===== config.mk =====
export PLATFORM = sky130hd
export DESIGN_NAME = seq_frame_tx_flat
export DESIGN_NICKNAME = d
export VERILOG_FILES = /design/src/rtl/seq_frame_tx_pkg.sv /design/src/rtl/seq_frame_tx_if.sv /design/src/rtl/seq_frame_tx.sv /design/src/flat_wrapper.sv
export SDC_FILE = /design/constraint.sdc
export NUM_CORES = 1
export LEC_CHECK = 0
export ABC_CLOCK_PERIOD_IN_PS = 2600
export BUFFER_PORTS_ARGS = -buffer_cell sky130_fd_sc_hd__buf_2
export CORE_UTILIZATION = 59
export CTS_CLUSTER_SIZE = 12
export DETAILED_ROUTE_END_ITERATION = 10
export PLACE_DENSITY = 0.86
export SLEW_MARGIN = 20
export SYNTH_ARGS = -nofsm -noshare
export SYNTH_HDL_FRONTEND = slang
export SYNTH_SLANG_ARGS = --single-unit

===== constraint.sdc =====
create_clock -name clk -period 2.6 [get_ports clk]
set_input_delay 0.13 -clock clk [delete_from_list [all_inputs] [get_ports clk]]
set_output_delay 0.13 -clock clk [all_outputs]
set_load 0.01 [all_outputs]

===== src/rtl/seq_frame_tx_pkg.sv =====
// seq_pkg: sync marker constants, FSM state type and counter sizing helper for seq_frame_tx
package seq_pkg;
  localparam logic [3:0] SYNC_PATTERN = 4'b1010;
  localparam int SYNC_LEN = 4;
  typedef enum logic [2:0] {IDLE, SYNC, DATA, PAR, GAP} state_t;
  function automatic int cnt_width(int data_w, int gap_cycles);
    int m;
    m = data_w > gap_cycles ? data_w : gap_cycles;
    m = m > SYNC_LEN ? m : SYNC_LEN;
    return $clog2(m + 1);
  endfunction
endpackage


===== src/rtl/seq_frame_tx_if.sv =====
// seq_frame_tx_if: payload handshake plus serial output bundle of seq_frame_tx
interface seq_frame_tx_if #(parameter int DATA_W = 8);
  logic in_valid, in_ready, dout, dout_valid, busy, frame_done;
  logic [DATA_W-1:0] in_data;
  modport master(output in_valid, in_data, input in_ready, dout, dout_valid, busy, frame_done);
  modport slave(input in_valid, in_data, output in_ready, dout, dout_valid, busy, frame_done);
endinterface


===== src/rtl/seq_frame_tx.sv =====
// seq_frame_tx: serialises sync 1010 + payload MSB-first (+ even parity when SEQ_TX_PARITY_EN) + idle gap
module seq_frame_tx
  import seq_pkg::*;
#(
  parameter int DATA_W = 8,
  parameter int GAP_CYCLES = 2
) (
  input logic clk,
  input logic rst,
  seq_frame_tx_if.slave bus
);
  localparam int CW = cnt_width(DATA_W, GAP_CYCLES);
  localparam logic [CW-1:0] SYNC_LAST = CW'(SYNC_LEN - 1);
  localparam logic [CW-1:0] DATA_LAST = CW'(DATA_W - 1);
  localparam logic [CW-1:0] GAP_LAST = CW'(GAP_CYCLES - 1);
  state_t state, state_n;
  logic [CW-1:0] cnt, cnt_n;
  logic [DATA_W-1:0] sr, sr_n, rot;
  logic dout_n, dv_n, fd_n;
  // rotate rather than shift so the payload is whole again when parity is needed
  assign rot = (sr << 1) | (sr >> (DATA_W - 1));
  assign bus.in_ready = state == IDLE;
  assign bus.busy = state != IDLE;
  always_comb begin
    state_n = state;
    cnt_n = cnt;
    sr_n = sr;
    dout_n = 1'b0;
    dv_n = 1'b0;
    fd_n = 1'b0;
    case (state)
      IDLE: if (bus.in_valid) begin
        state_n = SYNC;
        cnt_n = '0;
        sr_n = bus.in_data;
        dout_n = SYNC_PATTERN[SYNC_LEN-1];
        dv_n = 1'b1;
      end
      SYNC: begin
        dv_n = 1'b1;
        if (cnt == SYNC_LAST) begin
          state_n = DATA;
          cnt_n = '0;
          dout_n = sr[DATA_W-1];
          sr_n = rot;
        end else begin
          cnt_n = cnt + 1'b1;
          dout_n = SYNC_PATTERN[2'(SYNC_LEN-2)-cnt[1:0]];
        end
      end
      DATA: if (cnt == DATA_LAST) begin
        cnt_n = '0;
`ifdef SEQ_TX_PARITY_EN
        state_n = PAR;
        dout_n = ^sr;
        dv_n = 1'b1;
`else
        state_n = GAP;
        fd_n = 1'b1;
`endif
      end else begin
        cnt_n = cnt + 1'b1;
        dout_n = sr[DATA_W-1];
        dv_n = 1'b1;
        sr_n = rot;
      end
`ifdef SEQ_TX_PARITY_EN
      PAR: begin
        state_n = GAP;
        cnt_n = '0;
        fd_n = 1'b1;
      end
`endif
      GAP: if (cnt == GAP_LAST) begin
        state_n = IDLE;
        cnt_n = '0;
      end else begin
        cnt_n = cnt + 1'b1;
      end
      default: begin
        state_n = IDLE;
        cnt_n = '0;
      end
    endcase
  end
  always_ff @(posedge clk or negedge rst) begin
    if (!rst) begin
      state <= IDLE;
      cnt <= '0;
      sr <= '0;
      bus.dout <= 1'b0;
      bus.dout_valid <= 1'b0;
      bus.frame_done <= 1'b0;
    end else begin
      state <= state_n;
      cnt <= cnt_n;
      sr <= sr_n;
      bus.dout <= dout_n;
      bus.dout_valid <= dv_n;
      bus.frame_done <= fd_n;
    end
  end
endmodule


===== src/flat_wrapper.sv =====
// flat-port wrapper written by rule: the top's interface ports become plain ports
module seq_frame_tx_flat import seq_pkg::*;
#(
  parameter int DATA_W = 8,
  parameter int GAP_CYCLES = 2
)
  (clk, rst, bus_in_valid, bus_in_data, bus_in_ready, bus_dout, bus_dout_valid, bus_busy, bus_frame_done);
  seq_frame_tx_if #(.DATA_W(DATA_W)) bus_i ();
  input logic clk;
  input logic rst;
  input wire logic [$bits(bus_i.in_valid)-1:0] bus_in_valid;
  input wire logic [$bits(bus_i.in_data)-1:0] bus_in_data;
  output wire logic [$bits(bus_i.in_ready)-1:0] bus_in_ready;
  output wire logic [$bits(bus_i.dout)-1:0] bus_dout;
  output wire logic [$bits(bus_i.dout_valid)-1:0] bus_dout_valid;
  output wire logic [$bits(bus_i.busy)-1:0] bus_busy;
  output wire logic [$bits(bus_i.frame_done)-1:0] bus_frame_done;
  assign bus_i.in_valid = bus_in_valid;
  assign bus_i.in_data = bus_in_data;
  assign bus_in_ready = bus_i.in_ready;
  assign bus_dout = bus_i.dout;
  assign bus_dout_valid = bus_i.dout_valid;
  assign bus_busy = bus_i.busy;
  assign bus_frame_done = bus_i.frame_done;
  seq_frame_tx #(.DATA_W(DATA_W), .GAP_CYCLES(GAP_CYCLES)) u_core (.clk(clk), .rst(rst), .bus(bus_i));
endmodule

==> out/metrics.csv, run 1 <==
stage;metric;value;unit
clock_network;Max clock buf depth;2;
timing;Final Hold Fails;0;
route;Final Routed Wirelength;1840;um
layout;most frequent cells in the layout;dfrtp_1 (18), buf_2 (15), mux2_1 (8), mux2_2 (8), nor2_1 (5);
critical_path;reg2reg start;u_core.state[1];
place;port bufs;15;
layout;Synth-to-Final Area Change;10.7;%
yosys;Mapped Avg Cell Area;12.0;um2
clock_network;CTS Buf Count;3;
timing;post-layout minimum cycle time;1.91;ns
critical_path;worst path required time;2.79;ns
worst_hold_path;Worst Hold Launch;bus_in_valid;
pwr;pwr/cell area;1150;nW/um2
critical_path;crit path capture type;flip-flop;
timing;final count of negative-setup-slack endpoints;0;
layout;ant diodes;0;
timing;fin. max-slew vios;0;
place;Post-Place Worst Slack;0.692;ns
worst_hold_path;Hold/Removal Path Class;in2reg;
global_routing;gr ovfl total;0;
clock_network;CTS sink cnt;18;
clock_network;CTS H-tree depth;1;
timing;slew of the pin with the lowest slew margin;0.525;ns
run;Max-Cap Viols;0;
route;DRT iter0 DRCs;25;
critical_path;worst setup path startpoint;u_core.state[1];
place;GP Congestion;0.859;
place;hpwl dp;1370;um
route;vias per std cell;5.83;
layout;Fillers;130;
status;outcome;complete, no violations;
clock_network;CTS tree;yes;
timing;Setup TNS Final;0;ns
global_routing;number of global-route vias before repair;762;
timing;slew margin rel.;65.0;%
yosys;part of the Yosys area used for sequential elements;42.2;%
floorplan;Die Footprint;1990;um2
yosys;Netlist cell types;39;
timing;part of the cycle the worst path needs;73.5;%
floorplan;Core Area;1710;um2
yosys;YS warnings;0;
clock_network;Clock transition at path regs;0.10;ns
pwr;VDD IR max;604;uV
timing;unrepaired setup endpoints after global routing;no;
timing;FMAX;523;MHz
timing;Min Hold Slack;0.138;ns
layout;Layout Nets;119;
pwr;LEAKAGE;0.511;nW
global_routing;initial antenna violation count;0;
yosys;synthesized net count;102;
timing;Final WS setup;0.688;ns
yosys;ys async rst share;100;%
route;Initial DRT Pass Iterations;4;
critical_path;critical path type;reg2reg;
global_routing;largest net degree at the start of global routing;19;
yosys;post-synthesis cell count;89;
floorplan;I/O Pins;16;
route;DR DRC count;0;
route;Final ANT Viol Nets;0;
layout;post-route core utilization;69.2;%
floorplan;starting density of the core;62.6;%
yosys;Seq cells post-synth;18;
route;WL/cell;14.2;um
route;total vias in the final route;758;
timing;Post-Route Skew;0.00242;ns
floorplan;Die X;44.6;um
floorplan;Core Rows;15;
critical_path;Crit Path Max Fanout;14;
yosys;Mapped Area;1070;um2
layout;fraction of layout cells with a size suffix above 1;37.1;%
layout;commonest non-fill, non-tap cell in the layout;dfrtp_1;
clock_network;Post CTS Setup Buffer Count;0;
critical_path;Arrival @ worst endpoint;2.10;ns
pwr;Tot Pwr;1.36;mW
yosys;Synth Flop Type;dfrtp_1;
global_routing;first-pass GRT wire length;3280;um
critical_path;CP startpoint kind;flip-flop;
clock_network;Root Buffer;clkbuf_4;
yosys;number of synthesized flops with an enable pin;0;
clock_network;Clk Latency, worst-skew pair;0.30;ns
global_routing;gr usage total;23.0;%
floorplan;die span in y;44.6;um
-- where the power goes --
group	internal, mW	switching [mW]
registers	0.404	0.123
clock network	0.0855	0.0876
logic	0.368	0.289
-- logic make-up after synthesis --
group	share of synthesized area, %
compound gates	15.6
xor+xnor	0.820
fa+ha+maj	2.34
flops	42.2
buf+inv	4.68
simple gates	16.6
mux	17.8
-- registers in the layout, summed over array words and instances, names as in the netlist --
register,cells
u_core.bus.frame_done,1
u_core.sr,8
u_core.state,3
u_core.bus.dout,1
u_core.bus.dout_valid,1
u_core.cnt,4
-- critical path, stage by stage, from the launching register on --
cell,delay (ns)
dfrtp_1,0.58
nand2b_2,0.30
a21oi_4,0.30
mux2_1,0.35
mux2_2,0.26
-- stage by stage --
stage | cells | cell area (um2)
3_5_place_dp | 125 | 1140
4_1_cts | 130 | 1180
2_1_floorplan | 89 | 1070
6_report | 130 | 1180
5_1_grt | 130 | 1180
3_3_place_gp | 125 | 1140
-- per-layer routing --
metal | share of wire, % | GRT usage, % | vias to the layer above | wire length (um)
met4 | 2.5 | 11.5 | 0 | 47
met3 | 4.2 | 3.67 | 6 | 77
met5 | 0 | 0 | - | 0
li1 | - | - | 354 | -
met2 | 47 | 35.6 | 22 | 859
met1 | 47 | 31.4 | 376 | 859
-- cell usage after synthesis (2+ instances only) --
master | count | share of area [%]
ha_1 | 2 | 2.3
and3_1 | 2 | 1.2
nand2_1 | 4 | 1.4
nor3_1 | 4 | 1.9
nor2_1 | 5 | 1.8
nor3b_1 | 2 | 1.4
dfrtp_1 | 18 | 42
or3b_1 | 2 | 1.6
mux2_2 | 8 | 8.4
a21oi_2 | 2 | 1.6
mux2_1 | 8 | 8.4
inv_1 | 3 | 1.1
buf_6 | 3 | 3.2
-- layout make-up --
cell class,count,area (um2),area share (%)
multi-input combinational,64,568,48.0
inverter,3,11.3,0.952
sequential,18,450,38.1
clock buffer,4,36.3,3.07
tap,25,31.3,2.65
timing repair buffer,16,85.1,7.20
-- final timing paths --
path	end	slack (ns)	depth (start not counted)
max in group asynchronous	u_core.bus.frame_done	2.04	2
setup reg to reg	u_core.sr[2]	0.69	4
hold reg to reg	u_core.sr[5]	0.52	1
hold / removal	u_core.state[0]	0.14	2
min in group asynchronous	u_core.bus.dout	0.28	2
setup / recovery	u_core.sr[2]	0.69	4
-- what timing repair did --
action / CTS / global route
endpoints found under the setup margin: 0 / 0
hold endpoints to repair: 18 / 0
hold buffers: 1 / 0
resized for setup: 0 / 0
Power figures use the tool's default switching activity.
==> run 2: changes to the inputs <==
- ABC_CLOCK_PERIOD_IN_PS: 2600 -> 1750
- CORE_UTILIZATION: 59 -> 49
- PLACE_DENSITY: 0.86 -> 0.77
- clock period: 2.6 -> 1.75 ns (I/O delays scaled with it)
==> out/metrics.csv, run 2 (synthesis results as in run 1) <==
stage;metric;value;unit
timing;Min Hold Slack;0.0823;ns
place;port bufs;15;
route;total vias in the final route;776;
timing;Final Hold Fails;0;
place;Post-Place Worst Slack;0.0422;ns
pwr;LEAKAGE;0.579;nW
run;Max-Cap Viols;0;
critical_path;crit path capture type;flip-flop;
critical_path;critical path type;reg2reg;
timing;final count of negative-setup-slack endpoints;0;
layout;max reg flops;8;
place;hpwl dp;1430;um
clock_network;CTS tree;yes;
critical_path;R2R setup slack;0.05;ns
floorplan;Die X;48.7;um
clock_network;Clock transition at path regs;0.10;ns
floorplan;die span in y;48.7;um
timing;unrepaired setup endpoints after global routing;yes;
clock_network;CTS H-tree depth;1;
global_routing;number of global-route vias before repair;761;
critical_path;Crit path largest cell delay;0.38;ns
critical_path;critical path's top delay family;compound AO/OA/AOI/OAI gates;
critical_path;Arrival @ worst endpoint;1.89;ns
layout;Synth-to-Final Area Change;21.3;%
global_routing;initial antenna violation count;0;
layout;commonest non-fill, non-tap cell in the layout;dfrtp_1;
critical_path;CP startpoint kind;flip-flop;
route;Initial DRT Pass Iterations;4;
timing;fin. max-slew vios;0;
worst_hold_path;hold depth;2;
layout;ant diodes;0;
critical_path;worst path cell trace;buf_4 > ha_4 > nor2b_4 > a211oi_4 > o21bai_4 > mux2_2;
worst_hold_path;hold endpoint;u_core.state[0];
clock_network;Clk Latency, worst-skew pair;0.30;ns
critical_path;Crit Path Max Fanout;8;
layout;Layout Nets;128;
route;DRT iter0 DRCs;7;
critical_path;reg2reg start;u_core.cnt[0];
critical_path;slowest CP cell;mux2_2;
status;outcome;complete, no violations;
route;vias per std cell;5.50;
floorplan;starting density of the core;53.4;%
timing;post-layout minimum cycle time;1.70;ns
timing;Setup TNS Final;0;ns
layout;most frequent cells in the layout;dfrtp_1 (18), buf_2 (15), mux2_2 (8), buf_4 (8), mux2_1 (6);
global_routing;gr ovfl total;0;
timing;slew margin rel.;73.4;%
clock_network;CTS sink cnt;18;
critical_path;critical path depth in cells;6;
timing;Final WS setup;0.0489;ns
layout;Final Instance Count excl. Fillers;141;
floorplan;Core Rows;16;
global_routing;largest net degree at the start of global routing;19;
route;Final Routed Wirelength;1990;um
timing;slew of the pin with the lowest slew margin;0.398;ns
critical_path;R2R Path End;u_core.sr[3];
floorplan;Core Area;2000;um2
worst_hold_path;Worst Hold Launch;bus_in_valid;
timing;FMAX;588;MHz
timing;Post-Route Skew;0.00553;ns
clock_network;CTS Buf Count;3;
clock_network;Max clock buf depth;2;
place;placed cell area;1180;um2
global_routing;gr usage total;18.9;%
layout;Most flops, register;u_core.sr;
route;WL/cell;14.1;um
timing;part of the cycle the worst path needs;97.2;%
floorplan;I/O Pins;16;
critical_path;Register-to-Register Path Depth;6;
layout;fraction of layout cells with a size suffix above 1;46.5;%
critical_path;crit path buf inv count;1;
layout;post-route cell area;1300;um2
pwr;VDD IR max;877;uV
place;# placed instances;133;
route;Final ANT Viol Nets;0;
layout;biggest regs;u_core.sr x8, u_core.cnt x4, u_core.state x3;
clock_network;Root Buffer;clkbuf_4;
floorplan;Die Footprint;2370;um2
critical_path;worst path required time;1.94;ns
route;DR DRC count;0;
global_routing;first-pass GRT wire length;3420;um
pwr;pwr/cell area;1730;nW/um2
worst_hold_path;Hold/Removal Path Class;in2reg;
place;GP Congestion;0.836;
run 2: stage by stage:
step,power [mW],utilization (%)
floorplan,1.59,-
global placement,1.78,59.1
detailed placement,1.83,59.1
CTS,2.09,61.4
global route,2.40,64.8
finish,2.24,64.8
run 2: worst max-delay path by stage:
stage                              from            to
after global routing      u_core.cnt[0]  u_core.sr[3]
after floorplan           u_core.cnt[0]  u_core.sr[0]
after detailed placement  u_core.cnt[1]  u_core.sr[3]
after CTS                 u_core.cnt[1]  u_core.sr[3]
after global placement    u_core.cnt[1]  u_core.sr[1]
final                     u_core.cnt[0]  u_core.sr[3]
run 2: final cells by class:
class | instances | area, um2
Clock buffer | 4 | 36.3
Fill cell | 160 | 706
Inverter | 3 | 11.3
Timing Repair Buffer | 25 | 156
Multi-Input combinational cell | 64 | 608
Sequential cell | 18 | 450
Tap cell | 27 | 33.8
run 2: where the power goes:
| group | switching (mW) | total (mW) | internal, mW |
|---|---|---|---|
| clock | 0.131 | 0.258 | 0.127 |
| sequential | 0.133 | 0.734 | 0.601 |
| combinational | 0.540 | 1.25 | 0.711 |
| total | 0.804 | 2.24 | 1.44 |
run 2: repair_timing:
| item | CTS | global route |
|---|---|---|
| hold buffers | 1 | 0 |
| endpoints found under the hold margin | 18 | 0 |
| endpoints found under the setup margin | 0 | 10 |
| gates resized for setup | 0 | 10 |
| setup buffers | 0 | 3 |
run 2: metal layers:
layer,GRT usage [%],part of all wire [%],vias to the layer above
li1,-,-,376
met1,24.9,45,380
met3,5.35,4.0,2
met5,0,0,-
met4,7.35,0.65,0
met2,29.4,50,18
==> run 3: changes to the inputs <==
- ABC_CLOCK_PERIOD_IN_PS: 1750 -> 1480
- RECOVER_POWER: unset -> 100
- SETUP_SLACK_MARGIN: unset -> 0.05
- clock period: 1.75 -> 1.48 ns (I/O delays scaled with it)
==> out/metrics.csv, run 3 (synthesis results as in run 1) <==
stage;metric;value;unit
timing;post-layout minimum cycle time;1.75;ns
floorplan;starting density of the core;53.4;%
critical_path;Crit Path Max Fanout;9;
global_routing;largest net degree at the start of global routing;19;
route;WL/cell;16.3;um
route;vias per std cell;5.46;
timing;unrepaired setup endpoints after global routing;yes;
place;port bufs;15;
route;total vias in the final route;846;
global_routing;gr ovfl total;0;
global_routing;GRT met3 Usage;4.09;%
floorplan;Core Area;2000;um2
route;DR DRC count;0;
timing;Final Hold Fails;0;
route;DRT iter0 DRCs;9;
floorplan;die span in y;48.7;um
timing;FMAX;570;MHz
pwr;VDD IR max;1270;uV
layout;biggest regs;u_core.sr x8, u_core.cnt x4, u_core.state x3;
clock_network;Max clock buf depth;2;
critical_path;worst path cell trace;buf_4 > nand4bb_1 > a21oi_2 > o21bai_4 > buf_12 > mux2_4;
global_routing;first-pass GRT wire length;3440;um
critical_path;CP startpoint kind;flip-flop;
layout;max reg flops;8;
critical_path;Crit path largest cell delay;0.42;ns
status;violated checks;negative setup slack;
timing;slew margin rel.;34.2;%
critical_path;slowest CP cell;dfrtp_1;
route;Initial DRT Pass Iterations;4;
route;Final Routed Wirelength;2530;um
timing;Post-Route Skew;0.00520;ns
pwr;pwr/cell area;2110;nW/um2
layout;Synth-to-Final Area Change;37.2;%
status;outcome;complete, but fails checks;
floorplan;I/O Pins;16;
clock_network;CTS Buf Count;3;
global_routing;initial antenna violation count;0;
critical_path;crit path capture type;flip-flop;
timing;Final WS setup;-0.274;ns
clock_network;CTS H-tree depth;1;
route;Final ANT Viol Nets;0;
floorplan;Die X;48.7;um
timing;Setup TNS Final;-2.50;ns
global_routing;most used routing layer;met2;
clock_network;Clock transition at path regs;0.11;ns
timing;Min Hold Slack;0.0976;ns
global_routing;M1 GR Usage;24.2;%
layout;Layout Nets;142;
place;hpwl dp;1530;um
worst_hold_path;Hold/Removal Path Class;in2reg;
layout;fraction of layout cells with a size suffix above 1;53.9;%
clock_network;CTS sink cnt;18;
timing;fin. max-slew vios;0;
timing;final count of negative-setup-slack endpoints;14;
timing;slew of the pin with the lowest slew margin;0.987;ns
floorplan;Core Rows;16;
place;GP Congestion;0.835;
timing;part of the cycle the worst path needs;119;%
layout;most frequent cells in the layout;buf_4 (18), dfrtp_1 (18), buf_2 (11);
critical_path;critical path type;reg2reg;
clock_network;CTS tree;yes;
pwr;LEAKAGE;0.670;nW
run;Max-Cap Viols;0;
global_routing;M2 GR Usage;32.2;%
pwr;Tot Pwr;3.10;mW
critical_path;Arrival @ worst endpoint;1.94;ns
global_routing;number of global-route vias before repair;765;
clock_network;Clk Latency, worst-skew pair;0.30;ns
layout;ant diodes;0;
floorplan;Die Footprint;2370;um2
clock_network;Root Buffer;clkbuf_4;
global_routing;gr usage total;19.2;%
critical_path;worst path required time;1.67;ns
layout;Most flops, register;u_core.sr;
==> run 3: changes by cell type in the layout (fill, tap and decap cells not counted), moves of 2 or more <==
cell,before,now
buf_6,1,3
mux2_2,8,5
buf_4,8,18
buf_2,15,11
clkbuf_1,0,4
nor3_1,4,2
buf_12,0,2
mux2_4,2,4
==> run 3: power breakdown <==
group | total, mW | internal (mW) | switching, mW
Sequential | 0.884 | 0.711 | 0.173
Clock | 0.308 | 0.150 | 0.158
Combinational | 1.91 | 1.13 | 0.780
Total | 3.10 | 1.99 | 1.11
==> run 3: metal layers <==
metal | routed length, um | vias to the layer above
li1 | - | 405
met4 | 30 | 0
met3 | 74 | 2
met5 | 0 | -
met2 | 1320 | 19
met1 | 1100 | 420
==> run 3: final timing paths <==
| kind | end | depth (start not counted) | from | slack (ns) |
|---|---|---|---|---|
| min | u_core.state[0] | 2 | bus_in_valid | 0.1 |
| max | u_core.sr[4] | 6 | u_core.state[0] | -0.27 |
| min reg2reg | u_core.sr[5] | 1 | u_core.sr[5] | 0.52 |
| max in group asynchronous | u_core.sr[5] | 2 | rst | 0.44 |
| max reg2reg | u_core.sr[4] | 6 | u_core.state[0] | -0.27 |
| min in group asynchronous | u_core.state[2] | 2 | rst | 0.44 |
==> run 3: cell type report <==
cell class              instances  area [um2]
multi-input cells              64         646
clock buffers                   4        36.3
repair buffers                 39         289
well taps                      27        33.8
inverters                       3        11.3
fillers                       135         536
flip-flops and latches         18         450
==> run 3: repair_timing <==
item	CTS	global route
setup buffers	2	4
hold buffers	1	0
endpoints found under the setup margin	18	19
gates resized for setup	3	16
pin swaps	3	9
endpoints found under the hold margin	18	0
==> run 3: critical path, delay by kind of cell (launching register included) <==
family | cells | cell delay, ns
buffers and inverters | 2 | 0.37
DFF | 1 | 0.42
muxes | 1 | 0.30
AOI/OAI and AO/OA | 2 | 0.36
and+or+nand+nor | 1 | 0.19
==> run 3: stage by stage <==
stage	setup WS (ns)	std cells	utilization (%)	instance area, um2
after global placement	-0.122	144	63.7	1280
after global routing	-0.303	155	73.3	1470
after detailed placement	-0.138	144	63.7	1280
after floorplan	-0.120	89	-	1080
final	-0.274	155	73.3	1470
after CTS	-0.138	151	67.8	1360
